## src/rtl/serial_adder_pkg.sv

```systemverilog
// Shared constants for the bit-serial adder: FSM state encoding and counter sizing.
package serial_adder_pkg;

  localparam logic [1:0] S_IDLE = 2'd0;
  localparam logic [1:0] S_RUN  = 2'd1;
  localparam logic [1:0] S_DONE = 2'd2;

  function automatic int cnt_width(input int w);
    return (w > 1) ? $clog2(w) : 1;
  endfunction

endpackage

```

## src/rtl/add_1.sv

```systemverilog
// One-bit full-adder cell; the only arithmetic in the serial adder datapath.
module add_1 (
  input  logic cin,
  input  logic a,
  input  logic b,
  output logic cout,
  output logic sum
);

  assign sum  = a ^ b ^ cin;
  assign cout = (a & b) | (cin & (a ^ b));

endmodule

```

## src/rtl/serial_adder.sv

```systemverilog
// Bit-serial WIDTH-bit adder: operands shift LSB-first through one add_1 cell,
// with a carry flop closing the loop; result and done pulse after WIDTH cycles.
//
// state  | meaning
// IDLE   | waiting for start
// RUN    | one operand bit per clock through the cell
// DONE   | result valid for one cycle; start here chains a new add
module serial_adder
  import serial_adder_pkg::*;
#(
  parameter int WIDTH = 8
) (
  input  logic             i_clk,
  input  logic             i_rst_n,
  input  logic             i_start,
  input  logic [WIDTH-1:0] i_a,
  input  logic [WIDTH-1:0] i_b,
  input  logic             i_cin,
  output logic             o_busy,
  output logic             o_done,
  output logic [WIDTH-1:0] o_sum,
  output logic             o_cout
);

  localparam int CW = cnt_width(WIDTH);

  logic [1:0]       r_state;
  logic [1:0]       w_state_next;
  logic [CW-1:0]    r_cnt;
  logic [WIDTH-1:0] r_a_sh;
  logic [WIDTH-1:0] r_b_sh;
  // The MSB of the partial sum is always the current cell output, so only
  // WIDTH-1 bits need storing between edges.
  logic [WIDTH-2:0] r_sum_sh;
  logic             r_carry;
  logic [WIDTH-1:0] r_sum;
  logic             r_cout;

  logic             w_accept;
  logic             w_last;
  logic             w_cell_sum;
  logic             w_cell_cout;
  logic [WIDTH-1:0] w_sum_next;

  add_1 u_add_1 (
    .cin  (r_carry),
    .a    (r_a_sh[0]),
    .b    (r_b_sh[0]),
    .cout (w_cell_cout),
    .sum  (w_cell_sum)
  );

  assign w_accept   = i_start && ((r_state == S_IDLE) || (r_state == S_DONE));
  assign w_last     = (r_state == S_RUN) && (r_cnt == CW'(WIDTH - 1));
  assign w_sum_next = {w_cell_sum, r_sum_sh};

  always_comb begin
    w_state_next = r_state;
    case (r_state)
      S_IDLE:  if (i_start) w_state_next = S_RUN;
      S_RUN:   if (w_last) w_state_next = S_DONE;
      S_DONE:  w_state_next = i_start ? S_RUN : S_IDLE;
      default: w_state_next = S_IDLE;
    endcase
  end

  always_ff @(posedge i_clk or negedge i_rst_n) begin
    if (!i_rst_n) begin
      r_state  <= S_IDLE;
      r_cnt    <= '0;
      r_a_sh   <= '0;
      r_b_sh   <= '0;
      r_sum_sh <= '0;
      r_carry  <= 1'b0;
      r_sum    <= '0;
      r_cout   <= 1'b0;
    end else begin
      r_state <= w_state_next;
      if (w_accept) begin
        r_a_sh   <= i_a;
        r_b_sh   <= i_b;
        r_carry  <= i_cin;
        r_cnt    <= '0;
        r_sum_sh <= '0;
      end else if (r_state == S_RUN) begin
        r_a_sh   <= {1'b0, r_a_sh[WIDTH-1:1]};
        r_b_sh   <= {1'b0, r_b_sh[WIDTH-1:1]};
        r_carry  <= w_cell_cout;
        r_sum_sh <= w_sum_next[WIDTH-1:1];
        r_cnt    <= r_cnt + CW'(1);
        if (w_last) begin
          r_sum  <= w_sum_next;
          r_cout <= w_cell_cout;
        end
      end
    end
  end

  assign o_busy = (r_state == S_RUN);
  assign o_done = (r_state == S_DONE);
  assign o_sum  = r_sum;
  assign o_cout = r_cout;

endmodule

```

## config.mk

```make
export PLATFORM = sky130hd
export DESIGN_NAME = serial_adder
export DESIGN_NICKNAME = d
export VERILOG_FILES = /design/src/rtl/serial_adder_pkg.sv /design/src/rtl/add_1.sv /design/src/rtl/serial_adder.sv
export SDC_FILE = /design/constraint.sdc
export NUM_CORES = 1
export LEC_CHECK = 0
export BUFFER_PORTS_ARGS = -buffer_cell sky130_fd_sc_hd__buf_2
export CAP_MARGIN = 20
export CORE_AREA = 2 2 122 65
export CTS_BUF_LIST = sky130_fd_sc_hd__clkbuf_8
export DETAILED_ROUTE_END_ITERATION = 10
export DIE_AREA = 0 0 124 67
export GPL_TIMING_DRIVEN = 1
export MAX_ROUTING_LAYER = met4
export SYNTH_ARGS = -nofsm -noshare
export SYNTH_HDL_FRONTEND = slang
export SYNTH_HIERARCHICAL = 1
export SYNTH_SLANG_ARGS = --single-unit
```

## constraint.sdc

```tcl
create_clock -name i_clk -period 1.85 [get_ports i_clk]
set_input_delay 0.0925 -clock i_clk [delete_from_list [all_inputs] [get_ports i_clk]]
set_output_delay 0.0925 -clock i_clk [all_outputs]
set_load 0.005 [all_outputs]
```

==> results of run 1 <==
==> final cells by class <==
type,count,share of cell area
flip-flops and latches,38,0.414
multi-input cells,89,0.402
repair buffers,39,0.0959
well taps,96,0.0523
clock buffers,5,0.0300
clock inverters,2,0.00436
inverters,1,0.00163
==> metal layers <==
metal	vias to the layer above	track usage	share of wire
met1	582	0.157	0.55
met5	-	-	0
met2	26	0.141	0.38
met3	3	0.0411	0.058
li1	578	-	-
met4	0	0.0211	0.0057
==> power groups by stage <==
| stage | combinational, uW | sequential, uW | clock (uW) |
|---|---|---|---|
| finish | 1270 | 1460 | 543 |
| global route | 1410 | 1510 | 599 |
| CTS | 1290 | 1460 | 568 |
| detailed placement | 1280 | 1480 | 0 |
| global placement | 1250 | 1470 | 0 |
| floorplan | 1040 | 1380 | 0 |
==> stage by stage <==
step                hold slack, ns  cell area [sq um]
floorplan                   -0.203               1980
global placement            0.0715               2210
detailed placement          0.0691               2210
CTS                         0.0781               2300
global route                 0.104               2300
finish                      0.0875               2300
==> final timing paths <==
path | from | endpoint | cells past startpoint
max | r_cnt[0]$_DFFE_PN0P_ | o_sum[1]$_DFFE_PN0P_ | 5
min | i_a[6] | r_a_sh[6]$_DFFE_PN0P_ | 3
max reg2reg | r_cnt[0]$_DFFE_PN0P_ | o_sum[1]$_DFFE_PN0P_ | 5
min reg2reg | o_sum[5]$_DFFE_PN0P_ | o_sum[5]$_DFFE_PN0P_ | 1
max in group asynchronous | i_rst_n | r_cnt[2]$_DFFE_PN0P_ | 3
min in group asynchronous | i_rst_n | r_b_sh[1]$_DFFE_PN0P_ | 2
==> state kept, by name (all words and copies together) (netlist names) <==
register,flops
r_state,2
r_cnt,3
o_cout,1
r_carry,1
r_sum_sh,7
r_b_sh,8
o_sum,8
r_a_sh,8
==> cell usage in the layout, fill, tap and decap left out, types with 5 or more instances in the layout <==
cell	n
clkbuf_8	5
dfrtp_1	38
mux2i_1	47
buf_4	8
mux2_4	12
buf_2	30
mux2_2	7
a22o_1	10
==> tightest hold or removal path: stages <==
cell,delay (ns)
buf_2,0.08
mux2i_1,0.05
mux2i_1,0.11
==> cells by family after synthesis <==
| family | Yosys count | share of synthesized area |
|---|---|---|
| compound gates | 12 | 0.0494 |
| xor+xnor | 1 | 0.00443 |
| fa+ha+maj | 3 | 0.0228 |
| buf+inv | 11 | 0.0513 |
| flops | 38 | 0.481 |
| mux | 66 | 0.369 |
| simple gates | 7 | 0.0215 |
==> impl_metrics.py, run 1 <==
metrics = {
    "sta": {
        "finalClockSkew_ns": 0.00612,
        "min_period_over_period": 0.851,
        "final-hold-violation-count": 0,
        "setup_slack_ns": 0.276,
        "relSlewSlack": 0.683,
        "rsz0062_at_grt": "no",
        "worstMarginPinSlew_ns": 0.475,
        "finalMaxSlewViolations": 0,
        "period_minus_slack_ns": 1.57,
        "setup_viol": 0,
        "max_freq_ghz": 0.635,
        "fin_setup_tns_ns": 0,
    },
    "power": {
        "pwr-share-seq": 0.446,
        "p_clk_frac": 0.166,
        "peakVddDrop_uv": 381,
        "p_int_uw": 2190,
        "p_per_area_nw_per_um2": 1420,
        "pwr-share-comb": 0.388,
        "total_power_uw": 3270,
        "switchingPower_uw": 1080,
        "switching_share": 0.329,
        "p_leak_uw": 0.00118,
    },
    "detailed_routing": {
        "drtAntennaViolNets": 0,
        "via_per_inst": 4.40,
        "wire_per_inst_microns": 14.3,
        "vias": 1189,
        "finalWirelength_mm": 3.87,
        "drt_first_pass_iters": 4,
        "drtIter0Drc": 52,
        "drc": 0,
    },
    "setup_path": {
        "crit_path_top_delay_cell": "dfrtp_1",
        "regToRegSetupSlack_ns": 0.28,
        "required_ns": 2.02,
        "crit_family": "adder cells",
        "slowest_delay_ns": 0.41,
        "path_class": "reg -> reg",
        "worstPathCellList": "ha_1 -> ha_1 -> nand3b_1 -> buf_4 -> mux2_4",
        "cp_num_buf_inv": 1,
        "critPathMostFrequentCell": "ha_1",
        "critPathMaxFanout": 10,
        "worstPathArrival_ns": 1.75,
        "worst_setup_path_end_kind": "flop",
        "cp-start-kind": "flop",
    },
    "die": {
        "design.die.area_sq_um": 8310,
        "die_x_microns": 124,
        "die_h_microns": 67,
        "initial_utilization": 0.276,
        "fp-row-count": 22,
        "coreArea_sq_um": 7160,
        "io_pins": 31,
    },
    "cts": {
        "cts_hold_buf": 1,
        "cts_tree": "done",
        "cts_setup_buffers": 0,
        "cts_buffers": 5,
        "clockBufferDepth": 2,
        "cts_root_buf": "clkbuf_8",
        "h-tree-depth": 2,
        "post_cts_resized": 0,
        "clkLatencyLatePin_ns": 0.29,
        "cts_sinks": 38,
        "clk_pin_slew_worst_paths_ns": 0.07,
    },
    "yosys": {
        "synth_edf_count": 0,
        "synth_fp_nets": 161,
        "seq_area_frac_synth": 0.481,
        "syn_area_sq_um": 1980,
        "ys_top_cells_by_count": "mux2i_1 (47), dfrtp_1 (38), mux2_4 (12), a22o_1 (10), mux2_2 (7)",
        "yosys-top-cells-area": "dfrtp_1 (48%), mux2i_1 (24%), mux2_4 (9.1%), a22o_1 (4.4%), mux2_2 (4.0%)",
        "synth_seq_cells": 38,
        "avgSynthCellArea_sq_um": 14.3,
        "async_flop_share": 1.00,
        "synthDistinctLibCells": 20,
        "synth_top_cell_by_area": "dfrtp_1",
        "syn-instance-count": 138,
        "ys_warn_count": 6,
        "synth.most_common_cell": "mux2i_1",
        "synthFlopType": "dfrtp_1",
        "synth_top_area_frac": 0.481,
    },
    "finish": {
        "fin_util": 0.321,
        "insertedDiodeCount": 0,
        "syn2layout_area_growth_pct": 16.3,
        "final_cells": 270,
        "seqCellArea_sq_um": 951,
        "fill_cells": 730,
        "fin_nets": 197,
        "final_layout_size_suffix_gt1_frac": 0.379,
        "multi_input_area_sq_um": 923,
    },
    "run": {
        "maxCapViolCount": 0,
    },
    "global_route": {
        "grt_pass1_vias": 1241,
        "grt.total_usage": 0.108,
        "antenna_found_initial": 0,
        "grt-ovfl-total": 0,
        "grt_max_degree": 21,
        "grt_pass1_wl_mm": 6.48,
    },
    "placement": {
        "dp_cells": 262,
        "gp_congestion": 0.701,
        "pre_cts_ws_ns": 0.284,
        "port_buffers": 30,
        "hpwl_mm": 2.82,
    },
    "run_status": {
        "status": "completed",
    },
    "worst_hold_path": {
        "hp-class": "in -> reg",
    },
}
(Power assumes the default switching activity.)
==> run 2: changes to the inputs <==
--- a/config.mk
+++ b/config.mk
@@ -5,12 +5,12 @@
 export SDC_FILE = /design/constraint.sdc
 export NUM_CORES = 1
 export LEC_CHECK = 0
-export BUFFER_PORTS_ARGS = -buffer_cell sky130_fd_sc_hd__buf_2
 export CAP_MARGIN = 20
 export CORE_AREA = 2 2 122 65
 export CTS_BUF_LIST = sky130_fd_sc_hd__clkbuf_8
 export DETAILED_ROUTE_END_ITERATION = 10
 export DIE_AREA = 0 0 124 67
+export DONT_BUFFER_PORTS = 1
 export GPL_TIMING_DRIVEN = 1
 export MAX_ROUTING_LAYER = met4
 export SYNTH_ARGS = -nofsm -noshare
==> impl_metrics.py, run 2 (synthesis gave the netlist of run 1 again) <==
metrics = {
    "run_status": {
        "status": "completed",
    },
    "global_route": {
        "grt_max_degree": 39,
        "grt_pass1_vias": 1173,
        "antenna_found_initial": 0,
        "grt-ovfl-total": 0,
        "grt_pass1_wl_mm": 6.43,
        "grt.total_usage": 0.109,
    },
    "sta": {
        "fin_setup_tns_ns": 0,
        "rsz0062_at_grt": "no",
        "period_minus_slack_ns": 1.58,
        "max_freq_ghz": 0.633,
        "final-hold-violation-count": 0,
        "setup_viol": 0,
        "finalClockSkew_ns": 0.00390,
        "worstMarginPinSlew_ns": 0.459,
        "whs_ns": 0.00664,
        "min_period_over_period": 0.854,
        "relSlewSlack": 0.694,
        "setup_slack_ns": 0.270,
        "finalMaxSlewViolations": 0,
    },
    "detailed_routing": {
        "finalWirelength_mm": 3.84,
        "drt_first_pass_iters": 3,
        "drc": 0,
        "wire_per_inst_microns": 15.8,
        "via_per_inst": 4.56,
        "drtAntennaViolNets": 0,
        "drtIter0Drc": 49,
        "vias": 1104,
    },
    "die": {
        "initial_utilization": 0.276,
        "design.die.area_sq_um": 8310,
        "die_h_microns": 67,
        "fp-row-count": 22,
        "die_x_microns": 124,
        "io_pins": 31,
        "coreArea_sq_um": 7160,
    },
    "cts": {
        "clk_pin_slew_worst_paths_ns": 0.07,
        "cts_tree": "done",
        "cts_root_buf": "clkbuf_8",
        "cts_hold_buf": 4,
        "clockBufferDepth": 2,
        "h-tree-depth": 2,
        "cts_setup_buffers": 0,
        "post_cts_resized": 0,
        "clkLatencyLatePin_ns": 0.28,
        "cts_sinks": 38,
        "cts_buffers": 5,
    },
    "setup_path": {
        "cp-start-kind": "flop",
        "cp_num_buf_inv": 1,
        "critPathMostFrequentCell": "ha_1",
        "crit_family": "adder cells",
        "worstPathArrival_ns": 1.75,
        "slowest_delay_ns": 0.41,
        "worst_setup_path_end_kind": "flop",
        "crit_path_top_delay_cell": "dfrtp_1",
        "worstPathCellList": "ha_1 -> ha_1 -> nand3b_1 -> buf_4 -> mux2_4",
        "required_ns": 2.02,
        "path_class": "reg -> reg",
        "critPathMaxFanout": 10,
    },
    "finish": {
        "fill_cells": 724,
        "multi_input_area_sq_um": 923,
        "layout_commonest_cell": "mux2i_1",
        "fin_nets": 169,
        "final_layout_size_suffix_gt1_frac": 0.233,
        "insertedDiodeCount": 0,
        "syn2layout_area_growth_pct": 10.2,
        "fin_util": 0.304,
        "seqCellArea_sq_um": 951,
        "most-common-layout-cells": "mux2i_1 (47), dfrtp_1 (38), mux2_4 (12), a22o_1 (10)",
    },
    "power": {
        "p_leak_uw": 0.00107,
        "p_per_area_nw_per_um2": 1450,
        "peakVddDrop_uv": 316,
    },
    "placement": {
        "hpwl_mm": 2.67,
        "gp_congestion": 0.669,
        "pre_cts_ws_ns": 0.280,
        "port_buffers": 0,
    },
    "worst_hold_path": {
        "hp-class": "in -> reg",
    },
    "run": {
        "maxCapViolCount": 0,
    },
}
run 2: changes by cell type in the layout (fill, tap and decap cells not counted):
| cell | before | now |
|---|---|---|
| dlygate4sd3_1 | 1 | 3 |
| inv_1 | 1 | 3 |
| buf_12 | 0 | 1 |
| buf_2 | 30 | 0 |
| buf_4 | 8 | 7 |
| clkinv_2 | 2 | 0 |
run 2: worst paths after layout:
path	from	endpoint	slack [ns]	cells after the start
worst max-delay path	r_cnt[0]$_DFFE_PN0P_	o_sum[3]$_DFFE_PN0P_	0.27	5
worst min-delay path	i_a[4]	r_a_sh[4]$_DFFE_PN0P_	0.007	2
worst max register to register	r_cnt[0]$_DFFE_PN0P_	o_sum[3]$_DFFE_PN0P_	0.27	5
worst min register to register	r_cnt[1]$_DFFE_PN0P_	r_cnt[1]$_DFFE_PN0P_	0.55	1
max in group asynchronous	i_rst_n	r_cnt[0]$_DFFE_PN0P_	1.39	2
min in group asynchronous	i_rst_n	o_sum[4]$_DFFE_PN0P_	0.26	2
run 2: area by class of cell:
cell class | instances | area share
clock inverters | 2 | 0.00345
inverters | 1 | 0.00172
clock buffers | 5 | 0.0316
flip-flops and latches | 38 | 0.437
well taps | 96 | 0.0552
repair buffers | 11 | 0.0471
multi-input cells | 89 | 0.424
run 2: power breakdown:
part | internal, uW | leakage (uW) | switching [uW]
combinational | 714 | 0.000537 | 443
sequential | 1170 | 0.000489 | 316
clock | 248 | 0.0000466 | 270
run 2: stage by stage:
| stage | instances | cell area (sq um) | power [uW] |
|---|---|---|---|
| 2_1_floorplan | 138 | 1980 | 2420 |
| 3_3_place_gp | 231 | 2050 | 2610 |
| 3_5_place_dp | 231 | 2050 | 2640 |
| 4_1_cts | 242 | 2180 | 3200 |
| 5_1_grt | 242 | 2180 | 3420 |
| 6_report | 242 | 2180 | 3160 |
run 2: worst register-to-register path, delay by kind of cell, from the launching register on:
kind	cells	cell delay, ns
AND/OR/NAND/NOR	1	0.09
flip-flops	1	0.41
multiplexers	1	0.32
adder cells (fa/ha/maj)	2	0.42
buffers and inverters	1	0.22
run 2: metal layers:
layer / share of wire / vias up / global-route usage / wire length [microns]
met1: 0.51 / 554 / 0.151 / 1940
met2: 0.37 / 24 / 0.133 / 1430
met5: 0 / - / - / 0
met4: 0.0099 / 0 / 0.0295 / 38
met3: 0.11 / 5 / 0.0608 / 429
li1: - / 521 / - / -
